--- src/rtl/clock_ui_pkg.sv ---
// Shared constants for the clock UI and the clock datapath.
// Holds the MODE_* / SELECT_* output codes, the state enums built on those
// codes, the per-button event record and the elaboration-time helpers.
package clock_ui_pkg;

    localparam logic [1:0] MODE_CLOCK      = 2'd0;
    localparam logic [1:0] MODE_CLOCK_EDIT = 2'd1;
    localparam logic [1:0] MODE_STOPWATCH  = 2'd2;
    localparam logic [1:0] MODE_ALARM_EDIT = 2'd3;

    localparam logic [1:0] SELECT_NONE = 2'd0;
    localparam logic [1:0] SELECT_HOUR = 2'd1;
    localparam logic [1:0] SELECT_MIN  = 2'd2;
    localparam logic [1:0] SELECT_SEC  = 2'd3;

    typedef enum logic [1:0] {
        ST_CLOCK      = MODE_CLOCK,
        ST_CLOCK_EDIT = MODE_CLOCK_EDIT,
        ST_STOPWATCH  = MODE_STOPWATCH,
        ST_ALARM_EDIT = MODE_ALARM_EDIT
    } mode_state_t;

    typedef enum logic [1:0] {
        SEL_NONE = SELECT_NONE,
        SEL_HOUR = SELECT_HOUR,
        SEL_MIN  = SELECT_MIN,
        SEL_SEC  = SELECT_SEC
    } sel_t;

    // Debounced button: stable level plus one-cycle press pulse.
    typedef struct packed {
        logic level;
        logic press;
    } btn_evt_t;

    // Millisecond interval to clock cycles; never below one cycle so that
    // reload values of N-1 stay non-negative.
    function automatic int unsigned ms_to_cycles(input int unsigned freq_hz,
                                                 input int unsigned ms);
        int unsigned c;
        c = (freq_hz * ms) / 1000;
        return (c == 0) ? 1 : c;
    endfunction

    function automatic mode_state_t mode_next(input mode_state_t m);
        case (m)
            ST_CLOCK:      return ST_CLOCK_EDIT;
            ST_CLOCK_EDIT: return ST_STOPWATCH;
            ST_STOPWATCH:  return ST_ALARM_EDIT;
            default:       return ST_CLOCK;
        endcase
    endfunction

    function automatic sel_t sel_next(input sel_t s);
        case (s)
            SEL_HOUR: return SEL_MIN;
            SEL_MIN:  return SEL_SEC;
            default:  return SEL_HOUR;
        endcase
    endfunction

endpackage

--- src/rtl/clock_ui_controller_button_debouncer.sv ---
// button_debouncer: 2-flop synchronizer, counting debouncer and rising-edge
// detector for one raw push button.
// Ports:
//   clk, rst_n  - clock, asynchronous active-low reset
//   btn_raw     - raw asynchronous button, active high
//   evt         - debounced level and one-cycle press pulse
// The press pulse is registered and appears N+2 edges after a clean raw
// rising edge, so a consumer registering on it reacts on edge N+3.
module button_debouncer
    import clock_ui_pkg::*;
#(
    parameter int unsigned DB_CYCLES = 20
) (
    input  logic     clk,
    input  logic     rst_n,
    input  logic     btn_raw,
    output btn_evt_t evt
);

    localparam int unsigned CW = $clog2(DB_CYCLES + 1);

    logic          sync1_q;
    logic          sync2_q;
    logic          state_q;
    logic          press_q;
    logic [CW-1:0] cnt_q;

    always_ff @(posedge clk or negedge rst_n) begin
        if (!rst_n) begin
            sync1_q <= 1'b0;
            sync2_q <= 1'b0;
            state_q <= 1'b0;
            press_q <= 1'b0;
            cnt_q   <= '0;
        end else begin
            sync1_q <= btn_raw;
            sync2_q <= sync1_q;
            press_q <= 1'b0;
            // Count consecutive samples that disagree with the accepted
            // state; any agreeing sample restarts the count.
            if (sync2_q != state_q) begin
                if (cnt_q == CW'(DB_CYCLES - 1)) begin
                    state_q <= sync2_q;
                    press_q <= sync2_q;
                    cnt_q   <= '0;
                end else begin
                    cnt_q <= cnt_q + 1'b1;
                end
            end else begin
                cnt_q <= '0;
            end
        end
    end

    assign evt = '{level: state_q, press: press_q};

endmodule

--- src/rtl/clock_ui_controller.sv ---
// clock_ui_controller: four-button user interface for a digital clock.
// Ports:
//   clk, global_reset_n              - clock, asynchronous active-low reset
//   btn_mode/select/inc/reset        - raw active-high buttons
//   mode [1:0]                       - MODE_* code
//   select [1:0]                     - SELECT_* code (field being edited)
//   increment                        - edit pulse, or stopwatch run level
//   reset                            - one-cycle stopwatch clear
//   alarm_enable                     - alarm arm level
// All outputs come straight from flops.
module clock_ui_controller
    import clock_ui_pkg::*;
#(
    parameter int unsigned CLK_FREQ_HZ     = 1000,
    parameter int unsigned DEBOUNCE_MS     = 20,
    parameter int unsigned REPEAT_DELAY_MS = 500,
    parameter int unsigned REPEAT_RATE_MS  = 100,
    parameter int unsigned EDIT_TIMEOUT_S  = 10
) (
    input  logic       clk,
    input  logic       global_reset_n,
    input  logic       btn_mode,
    input  logic       btn_select,
    input  logic       btn_inc,
    input  logic       btn_reset,
    output logic [1:0] mode,
    output logic [1:0] select,
    output logic       increment,
    output logic       reset,
    output logic       alarm_enable
);

    localparam int unsigned DB_CYC   = ms_to_cycles(CLK_FREQ_HZ, DEBOUNCE_MS);
    localparam int unsigned REP_DLY  = ms_to_cycles(CLK_FREQ_HZ, REPEAT_DELAY_MS);
    localparam int unsigned REP_RATE = ms_to_cycles(CLK_FREQ_HZ, REPEAT_RATE_MS);
    localparam int unsigned TO_RAW   = EDIT_TIMEOUT_S * CLK_FREQ_HZ;
    localparam int unsigned TO_CYC   = (TO_RAW == 0) ? 1 : TO_RAW;
    localparam int unsigned REP_MAX  = (REP_DLY > REP_RATE) ? REP_DLY : REP_RATE;
    localparam int unsigned RW       = $clog2(REP_MAX + 1);
    localparam int unsigned TW       = $clog2(TO_CYC + 1);

    btn_evt_t btn_ev [4];

    button_debouncer #(.DB_CYCLES(DB_CYC)) u_db_mode (
        .clk(clk), .rst_n(global_reset_n), .btn_raw(btn_mode),   .evt(btn_ev[0]));
    button_debouncer #(.DB_CYCLES(DB_CYC)) u_db_select (
        .clk(clk), .rst_n(global_reset_n), .btn_raw(btn_select), .evt(btn_ev[1]));
    button_debouncer #(.DB_CYCLES(DB_CYC)) u_db_inc (
        .clk(clk), .rst_n(global_reset_n), .btn_raw(btn_inc),    .evt(btn_ev[2]));
    button_debouncer #(.DB_CYCLES(DB_CYC)) u_db_reset (
        .clk(clk), .rst_n(global_reset_n), .btn_raw(btn_reset),  .evt(btn_ev[3]));

    logic ev_mode, ev_sel, ev_inc, ev_rst, any_ev, inc_held;

    assign ev_mode  = btn_ev[0].press;
    assign ev_sel   = btn_ev[1].press;
    assign ev_inc   = btn_ev[2].press;
    assign ev_rst   = btn_ev[3].press;
    assign any_ev   = ev_mode | ev_sel | ev_inc | ev_rst;
    assign inc_held = btn_ev[2].level;

    mode_state_t   st_q, st_d;
    sel_t          sel_q, sel_d;
    logic          alarm_q, alarm_d;
    logic          run_q, run_d;
    logic          inc_q, inc_d;
    logic          rst_q, rst_d;
    logic          rep_act_q, rep_act_d;
    logic [RW-1:0] rep_cnt_q, rep_cnt_d;
    logic [TW-1:0] idle_q, idle_d;

    always_ff @(posedge clk or negedge global_reset_n) begin
        if (!global_reset_n) begin
            st_q      <= ST_CLOCK;
            sel_q     <= SEL_NONE;
            alarm_q   <= 1'b0;
            run_q     <= 1'b0;
            inc_q     <= 1'b0;
            rst_q     <= 1'b0;
            rep_act_q <= 1'b0;
            rep_cnt_q <= '0;
            idle_q    <= '0;
        end else begin
            st_q      <= st_d;
            sel_q     <= sel_d;
            alarm_q   <= alarm_d;
            run_q     <= run_d;
            inc_q     <= inc_d;
            rst_q     <= rst_d;
            rep_act_q <= rep_act_d;
            rep_cnt_q <= rep_cnt_d;
            idle_q    <= idle_d;
        end
    end

    always_comb begin
        st_d      = st_q;
        sel_d     = sel_q;
        alarm_d   = alarm_q;
        run_d     = run_q;
        inc_d     = 1'b0;
        rst_d     = 1'b0;
        rep_act_d = rep_act_q;
        rep_cnt_d = rep_cnt_q;
        idle_d    = idle_q;

        if (ev_mode) begin
            // Mode press wins; every other event of this cycle is dropped.
            st_d      = mode_next(st_q);
            sel_d     = (st_d == ST_CLOCK_EDIT || st_d == ST_ALARM_EDIT) ? SEL_HOUR : SEL_NONE;
            run_d     = 1'b0;
            rep_act_d = 1'b0;
            idle_d    = '0;
        end else begin
            case (st_q)
                ST_CLOCK: begin
                    if (ev_sel)
                        alarm_d = ~alarm_q;
                end
                ST_STOPWATCH: begin
                    if (ev_rst) begin
                        rst_d = 1'b1;
                        run_d = 1'b0;
                    end else if (ev_inc) begin
                        run_d = ~run_q;
                    end
                end
                default: begin
                    if (ev_sel)
                        sel_d = sel_next(sel_q);

                    // Auto-repeat: first repeat REP_DLY edges after the press,
                    // then every REP_RATE edges while the debounced level holds.
                    if (ev_inc) begin
                        inc_d     = 1'b1;
                        rep_act_d = 1'b1;
                        rep_cnt_d = RW'(REP_DLY - 1);
                    end else if (rep_act_q) begin
                        if (!inc_held) begin
                            rep_act_d = 1'b0;
                        end else if (rep_cnt_q == '0) begin
                            inc_d     = 1'b1;
                            rep_cnt_d = RW'(REP_RATE - 1);
                        end else begin
                            rep_cnt_d = rep_cnt_q - 1'b1;
                        end
                    end

                    if (any_ev) begin
                        idle_d = '0;
                    end else if (idle_q == TW'(TO_CYC - 1)) begin
                        st_d      = ST_CLOCK;
                        sel_d     = SEL_NONE;
                        rep_act_d = 1'b0;
                        inc_d     = 1'b0;
                        idle_d    = '0;
                    end else begin
                        idle_d = idle_q + 1'b1;
                    end
                end
            endcase
        end

        // In stopwatch the increment output is the run level itself.
        if (st_d == ST_STOPWATCH)
            inc_d = run_d;
    end

    assign mode         = st_q;
    assign select       = sel_q;
    assign increment    = inc_q;
    assign reset        = rst_q;
    assign alarm_enable = alarm_q;

endmodule

--- config.mk ---
export PLATFORM = sky130hd
export DESIGN_NAME = clock_ui_controller
export DESIGN_NICKNAME = d
export VERILOG_FILES = /design/src/rtl/clock_ui_pkg.sv /design/src/rtl/clock_ui_controller_button_debouncer.sv /design/src/rtl/clock_ui_controller.sv
export SDC_FILE = /design/constraint.sdc
export NUM_CORES = 1
export LEC_CHECK = 0
export CAP_MARGIN = 25
export CORE_AREA = 10 10 106 70
export CTS_BUF_LIST = sky130_fd_sc_hd__clkbuf_8
export CTS_CLUSTER_SIZE = 20
export DETAILED_ROUTE_END_ITERATION = 8
export DIE_AREA = 0 0 116 80
export PLACE_DENSITY = 0.8
export SYNTH_ARGS = -nofsm -noshare
export SYNTH_HDL_FRONTEND = slang
export SYNTH_SLANG_ARGS = --single-unit
export TNS_END_PERCENT = 10
--- constraint.sdc ---
create_clock -name clk -period 2.5 [get_ports clk]
set_input_delay 0.5 -clock clk [delete_from_list [all_inputs] [get_ports clk]]
set_output_delay 0.5 -clock clk [all_outputs]
set_load 0.02 [all_outputs]
==> flow_summary.json <==
{
  "area_growth_syn_to_layout_pct": 14.2,
  "combPwrFrac_pct": 2.8,
  "cts.sinks": 68,
  "post-synth-top-count-cell": "dfrtp_1",
  "ir_drop_mv": 0.653,
  "clk-insertion-delay-late_ns": 0.35,
  "synth_cells": 303,
  "numCtsBuffers": 9,
  "antenna_found_initial": 0,
  "start_kind": "flop",
  "setup_viol": 0,
  "routed_wl_um": 6260,
  "p_switching_uw": 483,
  "async_flop_share_pct": 100,
  "clock_power_share_pct": 49.8,
  "finalHoldViolations": 0,
  "io_pins": 13,
  "vias_per_cell": 5.86,
  "h-tree-depth": 3,
  "multi_input_area_um2": 1410,
  "syn_area_um2": 3210,
  "syn_avg_cell_area_um2": 10.6,
  "insertedDiodeCount": 0,
  "fmaxAchievable_ghz": 0.484,
  "synth_cell_types": 51,
  "n_fill_cell": 423,
  "synth_fp_nets": 318,
  "die_width_um": 116,
  "routed-via-count": 2320,
  "rsz0062_at_grt": "false",
  "status": "finished clean",
  "grt_max_degree": 40,
  "slew_headroom_pct": 50.8,
  "ys_ff_latch": 68,
  "crit_type": "flop to flop",
  "synth_area_leaders": "dfrtp_1 (53%), nor2_1 (3.7%), ha_1 (3.5%), xor2_1 (3.3%), nand3_1 (3.1%)",
  "cts_tree": "yes",
  "dr.pass1.iters": 4,
  "core-area_um2": 5470,
  "wl_per_cell_um": 15.8,
  "fin_util_pct": 67.0,
  "synth_edf_count": 0,
  "period_minus_slack_ns": 2.07,
  "grt_pass1_wl_um": 11000,
  "synth_area_leader_cell": "dfrtp_1",
  "regArea_um2": 1700,
  "drt_iter0_drc": 161,
  "finalPower_mw": 2.40,
  "p_int_mw": 1.92,
  "portBuffers": 12,
  "clockRootBuffer": "clkbuf_8",
  "postCtsSetupRepairBufs": 0,
  "power_frac_seq_pct": 47.4,
  "holdBufCountCts": 0,
  "r2r_slack_ns": 0.43,
  "ys.flop_type": "dfrtp_1",
  "finalMaxSlewViolations": 0,
  "ys_warn_count": 0,
  "min_period_over_period_pct": 82.6,
  "cp_cell_sequence": "inv_1, ha_1, nor3_4, nand2_1, or4_1, o21ai_1",
  "antenna_left": 0,
  "hpwlAfterDp_um": 4490,
  "clk_path_buf_depth": 2,
  "ys_seq_area_share_pct": 53.1,
  "worst_pin_slew_ns": 0.730,
  "p_per_area_nw_per_um2": 656,
  "grt_pass1_vias": 2291,
  "drive_gt1_share_pct": 10.7,
  "ys_top_cells_by_count": "dfrtp_1 (68), nor2_1 (32), nand3_1 (20), nand2_1 (17), o21ai_0 (14)",
  "grt_use_total_pct": 15.0,
  "routabilityCongestion": 0.821,
  "worstPathMaxFanout": 10,
  "die_y_um": 80,
  "die_area_um2": 9280,
  "cts-resized-gates": 0,
  "maxCapViolCount": 0,
  "clkSlewWorstSetupHoldPaths_ns": 0.08,
  "critical-path-max-stage-delay_ns": 0.53,
  "crit_arrival_ns": 2.35,
  "totalNegativeSetupSlack_ns": 0,
  "cellLeakagePower_nw": 1.64,
  "cp.required_ns": 2.78,
  "hold_ws_ns": 0.171,
  "nNetsFinal": 337,
  "swShare_pct": 20.1,
  "clock_skew_ns": 0.00834,
  "crit_slowest_cell": "or4_1",
  "synth_top_area_share_pct": 53.1,
  "grt_overflow_total": 0,
  "rows": 21,
  "hp-class": "input pin to asynchronous set/reset pin",
  "cp-end-kind": "flop",
  "start_util_pct": 58.7,
  "drcViolationCount": 0
}
## final timing paths
kind                               startpoint            endpoint  cells past startpoint
max                                   mode[0]          idle_q[11]                      6
min                            global_reset_n               reset                      2
max reg2reg                           mode[0]          idle_q[11]                      6
min reg2reg                u_db_reset.sync1_q  u_db_reset.sync2_q                      0
max in group asynchronous      global_reset_n   u_db_mode.press_q                      2
min in group clk           u_db_reset.sync1_q  u_db_reset.sync2_q                      0
## power groups by stage
stage | sequential [mW] | clock [mW] | combinational (mW)
2_1_floorplan | 1.16 | 0 | 0.0297
3_3_place_gp | 1.16 | 0 | 0.0646
3_5_place_dp | 1.16 | 0 | 0.0682
4_1_cts | 1.14 | 1.23 | 0.0686
5_1_grt | 1.14 | 1.27 | 0.0765
6_report | 1.14 | 1.20 | 0.0662
## worst max-delay path, delay by kind of cell, from the launching register on
family / cells / cell delay, ns
AND/OR/NAND/NOR: 3 / 1.14
flip-flops: 1 / 0.37
adder cells (fa/ha/maj): 1 / 0.33
buffers and inverters: 1 / 0.08
AO/OA/AOI/OAI: 1 / 0.08
## placed cells by master, fill, tap and decap left out, types with 3 or more instances in the layout
master,Yosys,routed
o21ai_1,3,3
o211ai_1,3,3
xnor2_1,6,6
nor3b_1,4,4
and4_1,4,4
ha_1,9,9
inv_1,10,10
and2_1,7,7
bufinv_16,0,4
nor3_1,6,6
o31ai_1,4,4
nor4b_1,3,3
a31oi_1,9,9
dfrtp_1,68,68
buf_4,0,5
nand2_1,17,17
nor4_1,3,3
nand4_1,5,5
or3_1,3,3
nor2b_1,3,3
a22o_1,4,4
clkdlybuf4s50_1,0,11
and3_1,3,3
nor2_1,32,32
a21oi_1,8,8
or4_1,4,4
nand3_1,20,20
clkbuf_8,0,9
xor2_1,12,12
o21ai_0,14,14
mux2_2,4,4
## metal layers
metal  GRT usage [%]  part of all wire (%)  wire, µm
met4            4.60                  0.78        49
met2            21.6                    46      2850
met5               0                     0         0
met3            5.86                   5.1       319
met1            20.1                    49      3040
## sequential cells by signal, summed over array words and instances, names as in the netlist, 2 cells and up
signal / cells
u_db_mode.cnt_q: 5
rep_cnt_q: 9
u_db_reset.cnt_q: 5
u_db_inc.cnt_q: 5
mode: 2
u_db_select.cnt_q: 5
idle_q: 14
select: 2
## cell type report
cell class	count	share of cell area, %
Clock buffer	9	3.38
Clock inverter	7	3.97
Inverter	10	1.03
Multi-Input combinational cell	216	38.6
Sequential cell	68	46.5
Tap cell	69	2.36
Timing Repair Buffer	17	4.17
## logic make-up (layout without fill, tap and decap cells)
logic type                 Yosys count  after routing  synth area share, %
muxes                                5              5                 1.72
DFF                                 68             68                 53.1
buffers and inverters               19             43                 2.85
adders and majority gates            9              9                 3.51
and+or+nand+nor                    124            124                 21.7
AOI/OAI and AO/OA                   60             60                 12.2
xor gates and xnor gates            18             18                 4.92
## per-stage QoR
step	cell area, µm²	worst slack [ns]	cells
finish	3660	0.434	396
global route	3660	0.253	396
CTS	3660	0.458	396
detailed placement	3390	0.482	380
global placement	3390	0.557	380
floorplan	3210	0.557	303
(Power assumes the default switching activity.)
